<file path="src/rtl/core_pkg.sv">
// core_pkg: shared hazard-control types; state enum, x0 index and stall/flush vector
package core_pkg;
  typedef enum logic [1:0] {RUN, SLEEP, BUBBLE} hz_state_e;
  localparam logic [4:0] REG_ZERO = 5'd0;
  typedef struct packed {
    logic pc_stall;
    logic if_id_stall;
    logic if_id_flush;
    logic id_ex_stall;
    logic id_ex_flush;
    logic ex_mem_stall;
    logic mem_wb_stall;
  } hz_ctl_t;
  localparam hz_ctl_t HZ_NONE  = 7'b0000000;
  localparam hz_ctl_t HZ_MEM   = 7'b1101011;
  localparam hz_ctl_t HZ_HOLD  = 7'b1100100;
  localparam hz_ctl_t HZ_REDIR = 7'b0010100;
  localparam hz_ctl_t HZ_BUB   = 7'b0010000;
endpackage

</file>
<file path="src/rtl/hazard_ctrl_if.sv">
// hazard_ctrl_if: hazard inputs from ID/EX/memories/CSR and stall/flush outputs to the pipeline
//   master: hazard controller side (hazards in, stall/flush/sleep/counter out)
//   slave:  pipeline side (hazards out, stall/flush/sleep/counter in)
interface hazard_ctrl_if #(parameter int CNT_W = 32);
  logic [4:0] id_raddr1, id_raddr2, ex_rd;
  logic id_use_rs1, id_use_rs2, ex_memread, ex_pcsel, ex_csr_return, ex_wfi;
  logic irq_pending, im_stall, dm_stall;
  logic pc_stall, if_id_stall, if_id_flush, id_ex_stall, id_ex_flush, ex_mem_stall, mem_wb_stall;
  logic sleeping;
  logic [CNT_W-1:0] stall_cycles;
  modport master (
    input  id_raddr1, id_raddr2, ex_rd, id_use_rs1, id_use_rs2, ex_memread, ex_pcsel,
           ex_csr_return, ex_wfi, irq_pending, im_stall, dm_stall,
    output pc_stall, if_id_stall, if_id_flush, id_ex_stall, id_ex_flush, ex_mem_stall,
           mem_wb_stall, sleeping, stall_cycles
  );
  modport slave (
    output id_raddr1, id_raddr2, ex_rd, id_use_rs1, id_use_rs2, ex_memread, ex_pcsel,
           ex_csr_return, ex_wfi, irq_pending, im_stall, dm_stall,
    input  pc_stall, if_id_stall, if_id_flush, id_ex_stall, id_ex_flush, ex_mem_stall,
           mem_wb_stall, sleeping, stall_cycles
  );
endinterface

</file>
<file path="src/rtl/hz_perf_cnt.sv">
// hz_perf_cnt: W-bit wrapping event counter; clk, rst (sync, active-high), en (count this cycle), cnt (value)
module hz_perf_cnt #(parameter int W = 32) (
  input  logic         clk,
  input  logic         rst,
  input  logic         en,
  output logic [W-1:0] cnt
);
  logic [W-1:0] cnt_q, cnt_d;
  assign cnt_d = en ? cnt_q + W'(1) : cnt_q;
  always_ff @(posedge clk)
    if (rst) cnt_q <= '0;
    else cnt_q <= cnt_d;
  assign cnt = cnt_q;
endmodule

</file>
<file path="src/rtl/hazard_ctrl.sv">
// hazard_ctrl: stall/flush generator for the 5-stage core; clk, rst (sync, active-high), bus (hazard inputs, stall/flush/sleeping/stall_cycles outputs)
module hazard_ctrl
  import core_pkg::*;
#(
  parameter int REDIRECT_BUBBLES = 1,
  parameter int CNT_W = 32
) (
  input logic clk,
  input logic rst,
  hazard_ctrl_if.master bus
);
  localparam logic [1:0] BUB_INIT = 2'(REDIRECT_BUBBLES > 0 ? REDIRECT_BUBBLES - 1 : 0);
  hz_state_e state_q, state_d;
  logic [1:0] bub_q, bub_d;
  logic mem_busy, redirect, load_use;
  hz_ctl_t ctl;
  assign mem_busy = bus.im_stall | bus.dm_stall;
  assign redirect = bus.ex_pcsel | bus.ex_csr_return;
  assign load_use = bus.ex_memread && bus.ex_rd != REG_ZERO &&
                    ((bus.id_use_rs1 && bus.id_raddr1 == bus.ex_rd) ||
                     (bus.id_use_rs2 && bus.id_raddr2 == bus.ex_rd));
  // BUBBLE ignores load_use: ID only holds a squashed fetch then
  always_comb
    ctl = rst                ? HZ_NONE  :
          mem_busy           ? HZ_MEM   :
          state_q == SLEEP   ? HZ_HOLD  :
          redirect           ? HZ_REDIR :
          state_q == BUBBLE  ? HZ_BUB   :
          load_use           ? HZ_HOLD  : HZ_NONE;
  // A busy memory freezes the whole pipe, so the FSM freezes with it
  always_comb begin
    state_d = state_q;
    bub_d   = bub_q;
    if (!mem_busy)
      case (state_q)
        RUN:
          if (redirect) begin
            if (REDIRECT_BUBBLES > 0) begin
              state_d = BUBBLE;
              bub_d   = BUB_INIT;
            end
          end else if (bus.ex_wfi && !bus.irq_pending) state_d = SLEEP;
        BUBBLE:
          if (redirect) bub_d = BUB_INIT;
          else if (bub_q == 2'd0) state_d = RUN;
          else bub_d = bub_q - 2'd1;
        SLEEP:
          if (bus.irq_pending) state_d = RUN;
        default: state_d = RUN;
      endcase
  end
  always_ff @(posedge clk)
    if (rst) begin
      state_q <= RUN;
      bub_q   <= '0;
    end else begin
      state_q <= state_d;
      bub_q   <= bub_d;
    end
  assign {bus.pc_stall, bus.if_id_stall, bus.if_id_flush, bus.id_ex_stall,
          bus.id_ex_flush, bus.ex_mem_stall, bus.mem_wb_stall} = ctl;
  assign bus.sleeping = !rst && state_q == SLEEP;
  hz_perf_cnt #(.W(CNT_W)) u_stall_cnt (
    .clk(clk),
    .rst(rst),
    .en (ctl.pc_stall),
    .cnt(bus.stall_cycles)
  );
endmodule

</file>
<file path="src/flat_wrapper.sv">
// flat-port wrapper written by rule: the top's interface ports become plain ports
module hazard_ctrl_flat import core_pkg::*;
#(
  parameter int REDIRECT_BUBBLES = 1,
  parameter int CNT_W = 32
)
  (clk, rst, bus_id_raddr1, bus_id_raddr2, bus_ex_rd, bus_id_use_rs1, bus_id_use_rs2, bus_ex_memread, bus_ex_pcsel, bus_ex_csr_return, bus_ex_wfi, bus_irq_pending, bus_im_stall, bus_dm_stall, bus_pc_stall, bus_if_id_stall, bus_if_id_flush, bus_id_ex_stall, bus_id_ex_flush, bus_ex_mem_stall, bus_mem_wb_stall, bus_sleeping, bus_stall_cycles);
  hazard_ctrl_if #(.CNT_W(CNT_W)) bus_i ();
  input logic clk;
  input logic rst;
  input wire logic [$bits(bus_i.id_raddr1)-1:0] bus_id_raddr1;
  input wire logic [$bits(bus_i.id_raddr2)-1:0] bus_id_raddr2;
  input wire logic [$bits(bus_i.ex_rd)-1:0] bus_ex_rd;
  input wire logic [$bits(bus_i.id_use_rs1)-1:0] bus_id_use_rs1;
  input wire logic [$bits(bus_i.id_use_rs2)-1:0] bus_id_use_rs2;
  input wire logic [$bits(bus_i.ex_memread)-1:0] bus_ex_memread;
  input wire logic [$bits(bus_i.ex_pcsel)-1:0] bus_ex_pcsel;
  input wire logic [$bits(bus_i.ex_csr_return)-1:0] bus_ex_csr_return;
  input wire logic [$bits(bus_i.ex_wfi)-1:0] bus_ex_wfi;
  input wire logic [$bits(bus_i.irq_pending)-1:0] bus_irq_pending;
  input wire logic [$bits(bus_i.im_stall)-1:0] bus_im_stall;
  input wire logic [$bits(bus_i.dm_stall)-1:0] bus_dm_stall;
  output wire logic [$bits(bus_i.pc_stall)-1:0] bus_pc_stall;
  output wire logic [$bits(bus_i.if_id_stall)-1:0] bus_if_id_stall;
  output wire logic [$bits(bus_i.if_id_flush)-1:0] bus_if_id_flush;
  output wire logic [$bits(bus_i.id_ex_stall)-1:0] bus_id_ex_stall;
  output wire logic [$bits(bus_i.id_ex_flush)-1:0] bus_id_ex_flush;
  output wire logic [$bits(bus_i.ex_mem_stall)-1:0] bus_ex_mem_stall;
  output wire logic [$bits(bus_i.mem_wb_stall)-1:0] bus_mem_wb_stall;
  output wire logic [$bits(bus_i.sleeping)-1:0] bus_sleeping;
  output wire logic [$bits(bus_i.stall_cycles)-1:0] bus_stall_cycles;
  assign bus_i.id_raddr1 = bus_id_raddr1;
  assign bus_i.id_raddr2 = bus_id_raddr2;
  assign bus_i.ex_rd = bus_ex_rd;
  assign bus_i.id_use_rs1 = bus_id_use_rs1;
  assign bus_i.id_use_rs2 = bus_id_use_rs2;
  assign bus_i.ex_memread = bus_ex_memread;
  assign bus_i.ex_pcsel = bus_ex_pcsel;
  assign bus_i.ex_csr_return = bus_ex_csr_return;
  assign bus_i.ex_wfi = bus_ex_wfi;
  assign bus_i.irq_pending = bus_irq_pending;
  assign bus_i.im_stall = bus_im_stall;
  assign bus_i.dm_stall = bus_dm_stall;
  assign bus_pc_stall = bus_i.pc_stall;
  assign bus_if_id_stall = bus_i.if_id_stall;
  assign bus_if_id_flush = bus_i.if_id_flush;
  assign bus_id_ex_stall = bus_i.id_ex_stall;
  assign bus_id_ex_flush = bus_i.id_ex_flush;
  assign bus_ex_mem_stall = bus_i.ex_mem_stall;
  assign bus_mem_wb_stall = bus_i.mem_wb_stall;
  assign bus_sleeping = bus_i.sleeping;
  assign bus_stall_cycles = bus_i.stall_cycles;
  hazard_ctrl #(.REDIRECT_BUBBLES(REDIRECT_BUBBLES), .CNT_W(CNT_W)) u_core (.clk(clk), .rst(rst), .bus(bus_i));
endmodule
</file>
<file path="config.mk">
export PLATFORM = sky130hd
export DESIGN_NAME = hazard_ctrl_flat
export DESIGN_NICKNAME = d
export VERILOG_FILES = /design/src/rtl/core_pkg.sv /design/src/rtl/hazard_ctrl_if.sv /design/src/rtl/hz_perf_cnt.sv /design/src/rtl/hazard_ctrl.sv /design/src/flat_wrapper.sv
export SDC_FILE = /design/constraint.sdc
export NUM_CORES = 1
export LEC_CHECK = 0
export CORE_MARGIN = 5
export CORE_UTILIZATION = 45
export DETAILED_ROUTE_END_ITERATION = 6
export DONT_BUFFER_PORTS = 1
export PLACE_DENSITY = 0.62
export SKIP_CTS_REPAIR_TIMING = 1
export SLEW_MARGIN = 10
export SYNTH_ARGS = -nofsm -noshare
export SYNTH_HDL_FRONTEND = slang
export SYNTH_SLANG_ARGS = --single-unit
</file>
<file path="constraint.sdc">
create_clock -name clk -period 3.4 [get_ports clk]
set_input_delay 0.34 -clock clk [delete_from_list [all_inputs] [get_ports clk]]
set_output_delay 0.34 -clock clk [all_outputs]
set_load 0.05 [all_outputs]
</file>
==> results of run 1 <==
power by group through the flow:
stage	Sequential (mW)	Clock (mW)	Combinational, mW
4_1_cts	0.432	0.421	0.0999
6_report	0.432	0.413	0.0997
5_1_grt	0.433	0.442	0.108
2_1_floorplan	0.456	0	0.0737
3_3_place_gp	0.442	0	0.0983
3_5_place_dp	0.442	0	0.0995
worst max-delay path, cell delays in order, from the launching register on:
cell and delay (ns):
dfxtp_1 0.75, nand4_2 0.24, or2_1 0.39, nor4_4 0.42
nand4_1 0.16, or4_1 0.44, a21oi_1 0.14
sequential cells by signal (all words and copies together) (netlist names):
register,count
u_core.u_stall_cnt.cnt,32
u_core.bub_q,2
u_core.state_q,2
metal layers:
layer,vias to the layer above,routed length (um),share of wire [%]
met5,-,0,0
met1,975,2550,46
li1,1033,-,-
met3,12,464,8.4
met2,56,2380,43
met4,0,111,2.0
cells by family after synthesis:
family          synth area share [%]
mux                             2.52
fa+ha+maj                       1.61
xor+xnor                        4.42
compound gates                  20.5
simple gates                    31.1
buf+inv                         6.83
flops                           33.0
final timing paths:
path,start,cells after the start,end,slack (ns)
max,u_core.u_stall_cnt.cnt[6]$_SDFFE_PP0P_,6,u_core.u_stall_cnt.cnt[31]$_SDFFE_PP0P_,0.78
min,rst,1,u_core.u_stall_cnt.cnt[27]$_SDFFE_PP0P_,0.12
max reg2reg,u_core.u_stall_cnt.cnt[6]$_SDFFE_PP0P_,6,u_core.u_stall_cnt.cnt[31]$_SDFFE_PP0P_,0.78
min reg2reg,u_core.bub_q[1]$_SDFFE_PP0P_,2,u_core.bub_q[1]$_SDFFE_PP0P_,0.45
cell usage after synthesis, types with 2 or more instances:
library cell,number
dfxtp_1,36
a21oi_1,29
or4_1,21
nand2_1,20
nor2_1,20
o31ai_1,20
nand4_1,14
clkbuf_1,12
inv_1,11
xnor2_1,11
nand3_1,10
buf_4,6
nor4_1,6
and3_1,5
mux2_2,4
nor3_1,4
o21ai_0,4
or3_1,4
nor2b_1,3
o2111ai_1,3
a41o_1,2
and2_1,2
buf_1,2
buf_2,2
ha_1,2
through the flow:
stage	power [mW]	util, %	std cells
after floorplan	0.530	-	274
after global placement	0.540	48.4	332
after detailed placement	0.542	48.4	332
after CTS	0.953	51.0	340
after global routing	0.983	51.0	340
final	0.945	51.0	340
area by class of cell:
| cell class | count | share of cell area [%] |
|---|---|---|
| inverter | 11 | 1.71 |
| clock buffer | 7 | 4.00 |
| multi-input combinational | 205 | 55.6 |
| tap | 67 | 3.48 |
| timing repair buffer | 13 | 4.05 |
| sequential | 36 | 29.9 |
| clock inverter | 1 | 1.25 |
==> metrics.txt, run 1 <==
status finished, final reports clean; commonest cells after routing, fill and taps aside dfxtp_1 (36), a21oi_1 (29), or4_1 (21), nand2_1 (20), o31ai_1 (20); initial antenna violation count 0; die width 79.6 um; met3 Use GR 6.43%; worst setup slack after layout 0.779 ns; RD Place Congestion 0.730; setup TNS 0 ns; setup violators final 0; pre-CTS worst setup slack 0.822 ns; kind of critical path reg -> reg; largest cells by area after synthesis dfxtp_1 (33%), or4_1 (7.2%), o31ai_1 (6.9%); Syn Inst Count 274; fraction of power spent switching nets 24.2%; Leak 0.728 nW; GRT Residual Overflow 0; Critical Path Sink Type register; PwrDens 392 mW/mm2; GRT Max-Usage Layer met2; synthesized area per cell 7.96 um2; final instance area 0.00241 mm2; Primary FF master, synth dfxtp_1; first-pass GRT wire length 9.38 mm; Die H 79.6 um; CP Launch Type register; clock network fraction of total power 43.7%; Worst-Margin Slew 0.906 ns; Max transition margin 39.5%; hpwl dp 3.91 mm; Hold WS 0.116 ns; Hold Vio Cnt, Final 0; Post-synth ARST share 0%; Distinct cells, synth 46; Die Area 0.00634 mm2; clock root cell clkbuf_8; DRT iter0 DRCs 103; DP Area 0.00228 mm2; remaining routing DRC violations 0; TritonCTS Buffers 5; gr usage total 18.5%; ANT nets after route 0; worst-case clock buffer depth 2; clock sink count 36; Comb pwr share 10.6%; number of synthesized flops with an enable pin 0; sequential fraction of the synthesis area 33.0%; M1 GR Usage 23.9%; DRT Wirelength 5.51 mm; synthesized cell area 0.00218 mm2; Nets 300; Max Cap Viol 0; # port buffers 0; Arr. time, crit path 2.84 ns; worst-path maximum fanout 7; M2 GR Usage 28.0%; unrepaired setup endpoints after global routing false; Register Area 721 um2; max-slew violations 0; CTS tree yes; YS warnings 0; syn_nets 302; Yosys reg bits 36; io pins 66; area occupied by multi-input gates 0.00134 mm2; Pre-antenna DRT Iters 4; Clock transition at path regs 0.07 ns; Tmin final 2.62 ns; biggest area consumer among synthesized cells dfxtp_1; Peak VDD IR 0.153 mV; Max Fclk 0.382 GHz; clk_lat worst skew 0.29 ns; share of layout cells above drive strength 1 12.8%; vias in the first global route 1940; most common cell after layout, fill and taps aside dfxtp_1; largest net degree at the start of global routing 46; routed length per instance 16.2 um; Tcrit/Tclk final 77.1%; core footprint 0.00472 mm2; H-tree levels 2; FILL cells 469; Vias/cell 6.11; Initial Util 46.2%; Internal Power 0.716 mW; area grow syn2layout 10.6%; Psw 0.229 mW; Synth top area share 33.0%; Worst Path Required 3.62 ns; Flop pwr share 45.8%; vias post-DR 2076; HP Class in -> reg; ANT cells 0; # rows 25; Clock Skews 0.00885 ns
(Power assumes the default switching activity.)
==> inputs of run 2 (changes only) <==
--- a/config.mk
+++ b/config.mk
@@ -9,7 +9,7 @@
 export CORE_UTILIZATION = 45
 export DETAILED_ROUTE_END_ITERATION = 6
 export DONT_BUFFER_PORTS = 1
-export PLACE_DENSITY = 0.62
+export PLACE_DENSITY = 0.64
 export SKIP_CTS_REPAIR_TIMING = 1
 export SLEW_MARGIN = 10
 export SYNTH_ARGS = -nofsm -noshare
==> constraint.sdc (replaced) <==
create_clock -name clk -period 2.4 [get_ports clk]
set_input_delay 0.24 -clock clk [delete_from_list [all_inputs] [get_ports clk]]
set_output_delay 0.24 -clock clk [all_outputs]
set_load 0.05 [all_outputs]
==> run 2 against run 1 <==
  * Routed wire length increased by 14%
  * Design area increased by 11%
  * Worst hold slack got worse by 0.10 ns
  * Register-to-register slack got worse by 0.46 ns
  * Final cell count increased by 10%
  * Core utilization increased by 5.8 points
  * Sequential power increased by 41%
  * Non-clock buffer count increased by 34
  * Via count increased by 7.6%
  * Worst setup slack got worse by 0.46 ns
  * Die area unchanged
  * Critical path depth increased by 1
  * Critical path type is now in -> out
  * Highest routed layer unchanged
==> metrics.txt, run 2 (synthesis gave the netlist of run 1 again) <==
gr usage total 19.6%; Hold WS 0.0122 ns; Clock Skews 0.00772 ns; io pins 66; # port buffers 0; Initial Util 46.2%; final core utilization 56.8%; hpwl dp 4.46 mm; HP Class in -> reg; DRT Wirelength 6.28 mm; initial antenna violation count 0; Critical Path Max Stage Delay 0.43 ns; worst r2r dst u_core.u_stall_cnt.cnt[24]$_SDFFE_PP0P_; WHS Endpoint u_core.u_stall_cnt.cnt[12]$_SDFFE_PP0P_; CP Launch Type input pin; vias post-DR 2234; fraction of power spent switching nets 26.5%; setup TNS 0 ns; clock sink count 36; Comb pwr share 12.6%; Hold Vio Cnt, Final 0; routed length per instance 16.8 um; die width 79.6 um; clock root cell clkbuf_8; PwrDens 491 mW/mm2; kind of critical path in -> out; GRT Residual Overflow 0; Nets 334; Clock transition at path regs 0.08 ns; clk_lat worst skew 0.29 ns; fin cells 374; Max transition margin 49.7%; Critical Path Sink Type output pin; H-tree levels 2; commonest cells after routing, fill and taps aside buf_4 (43), dfxtp_1 (36), a21oi_1 (29), or4_1 (21); max-slew violations 0; Largest register FFs 32; remaining routing DRC violations 0; Arr. time, crit path 1.85 ns; placed cell count 363; DRT iter0 DRCs 92; Worst Path Required 2.16 ns; Max Fclk 0.480 GHz; reg2reg start u_core.state_q[1]$_SDFFE_PP0P_; core footprint 0.00472 mm2; Die Area 0.00634 mm2; unrepaired setup endpoints after global routing false; vias in the first global route 2114; setup violators final 0; most common cell after layout, fill and taps aside buf_4; Worst-Margin Slew 0.744 ns; worst setup slack after layout 0.315 ns; Hold Startpoint rst; CTS tree yes; Tcrit/Tclk final 86.9%; TritonCTS Buffers 5; pre-CTS worst setup slack 0.324 ns; ANT cells 0; ANT nets after route 0; crit-path cells xnor2_1 > nand4_1 > o22ai_1 > nand2b_1 > maj3_1 > a2111oi_4 > buf_12; Psw 0.350 mW; first-pass GRT wire length 9.87 mm; total power 1.32 mW; hold depth 1; Pre-antenna DRT Iters 4; largest net degree at the start of global routing 46; Vias/cell 5.97; clock network fraction of total power 41.2%; DP Area 0.00254 mm2; cells on worst reg2reg path 8; Max Cap Viol 0; RD Place Congestion 0.753; Worst path slowest cell a2111oi_4; Flop pwr share 46.2%; worst-case clock buffer depth 2; Internal Power 0.968 mW; reg-to-reg setup timing slack 0.32 ns; Leak 0.900 nW; status finished, final reports clean; final instance area 0.00268 mm2; worst-path maximum fanout 3; Die H 79.6 um; # rows 25; share of layout cells above drive strength 1 21.5%; Peak VDD IR 0.303 mV; area grow syn2layout 23.1%; Tmin final 2.09 ns
run 2: changes by cell type in the layout (fill, tap and decap cells not counted), sizes merged:
cell / before / now
buf: 13 / 44
clkbuf: 7 / 5
clkinv: 0 / 1
clkinvlp: 0 / 1
dlygate4sd3: 0 / 3
run 2: layout make-up:
type / instances / area [um2]
Sequential cell: 36 / 721
Inverter: 11 / 41.3
Multi-Input combinational cell: 205 / 1350
Timing Repair Buffer: 47 / 373
Clock inverter: 3 / 42.5
Fill cell: 459 / 2040
Tap cell: 67 / 83.8
Clock buffer: 5 / 68.8
run 2: critical path: cells and delay by family:
| kind | cells | cell delay, ns |
|---|---|---|
| AO/OA/AOI/OAI | 2 | 0.66 |
| adder cells (fa/ha/maj) | 1 | 0.40 |
| AND/OR/NAND/NOR | 2 | 0.20 |
| buffers and inverters | 1 | 0.18 |
| XOR/XNOR | 1 | 0.16 |
run 2: worst max path at each step:
stage                                             from                                      end  slack [ns]  cells past startpoint
6_report                                  bus_ex_rd[4]                          bus_id_ex_flush        0.31                      7
5_1_grt                                   bus_ex_rd[4]                          bus_id_ex_flush        0.19                      7
4_1_cts                                   bus_ex_rd[4]                          bus_id_ex_flush        0.30                      7
3_5_place_dp                              bus_ex_rd[4]                          bus_id_ex_flush        0.32                      7
3_3_place_gp                              bus_ex_rd[4]                          bus_id_ex_flush        0.37                      7
2_1_floorplan  u_core.u_stall_cnt.cnt[13]$_SDFFE_PP0P_  u_core.u_stall_cnt.cnt[30]$_SDFFE_PP0P_        0.03                      6
run 2: layer usage:
metal	vias up	global-route usage, %	routed length (um)
li1	1100	-	-
met1	1057	23.1	2660
met2	72	32.8	2990
met3	5	6.21	561
met4	0	7.56	67
met5	-	0	0
run 2: power by group through the flow:
stage                     Combinational (mW)  Sequential [mW]  Clock [mW]
after floorplan                        0.107            0.646           0
after global routing                   0.177            0.610       0.581
final                                  0.166            0.608       0.543
after detailed placement               0.157            0.622           0
after CTS                              0.157            0.608       0.551
after global placement                 0.154            0.622           0
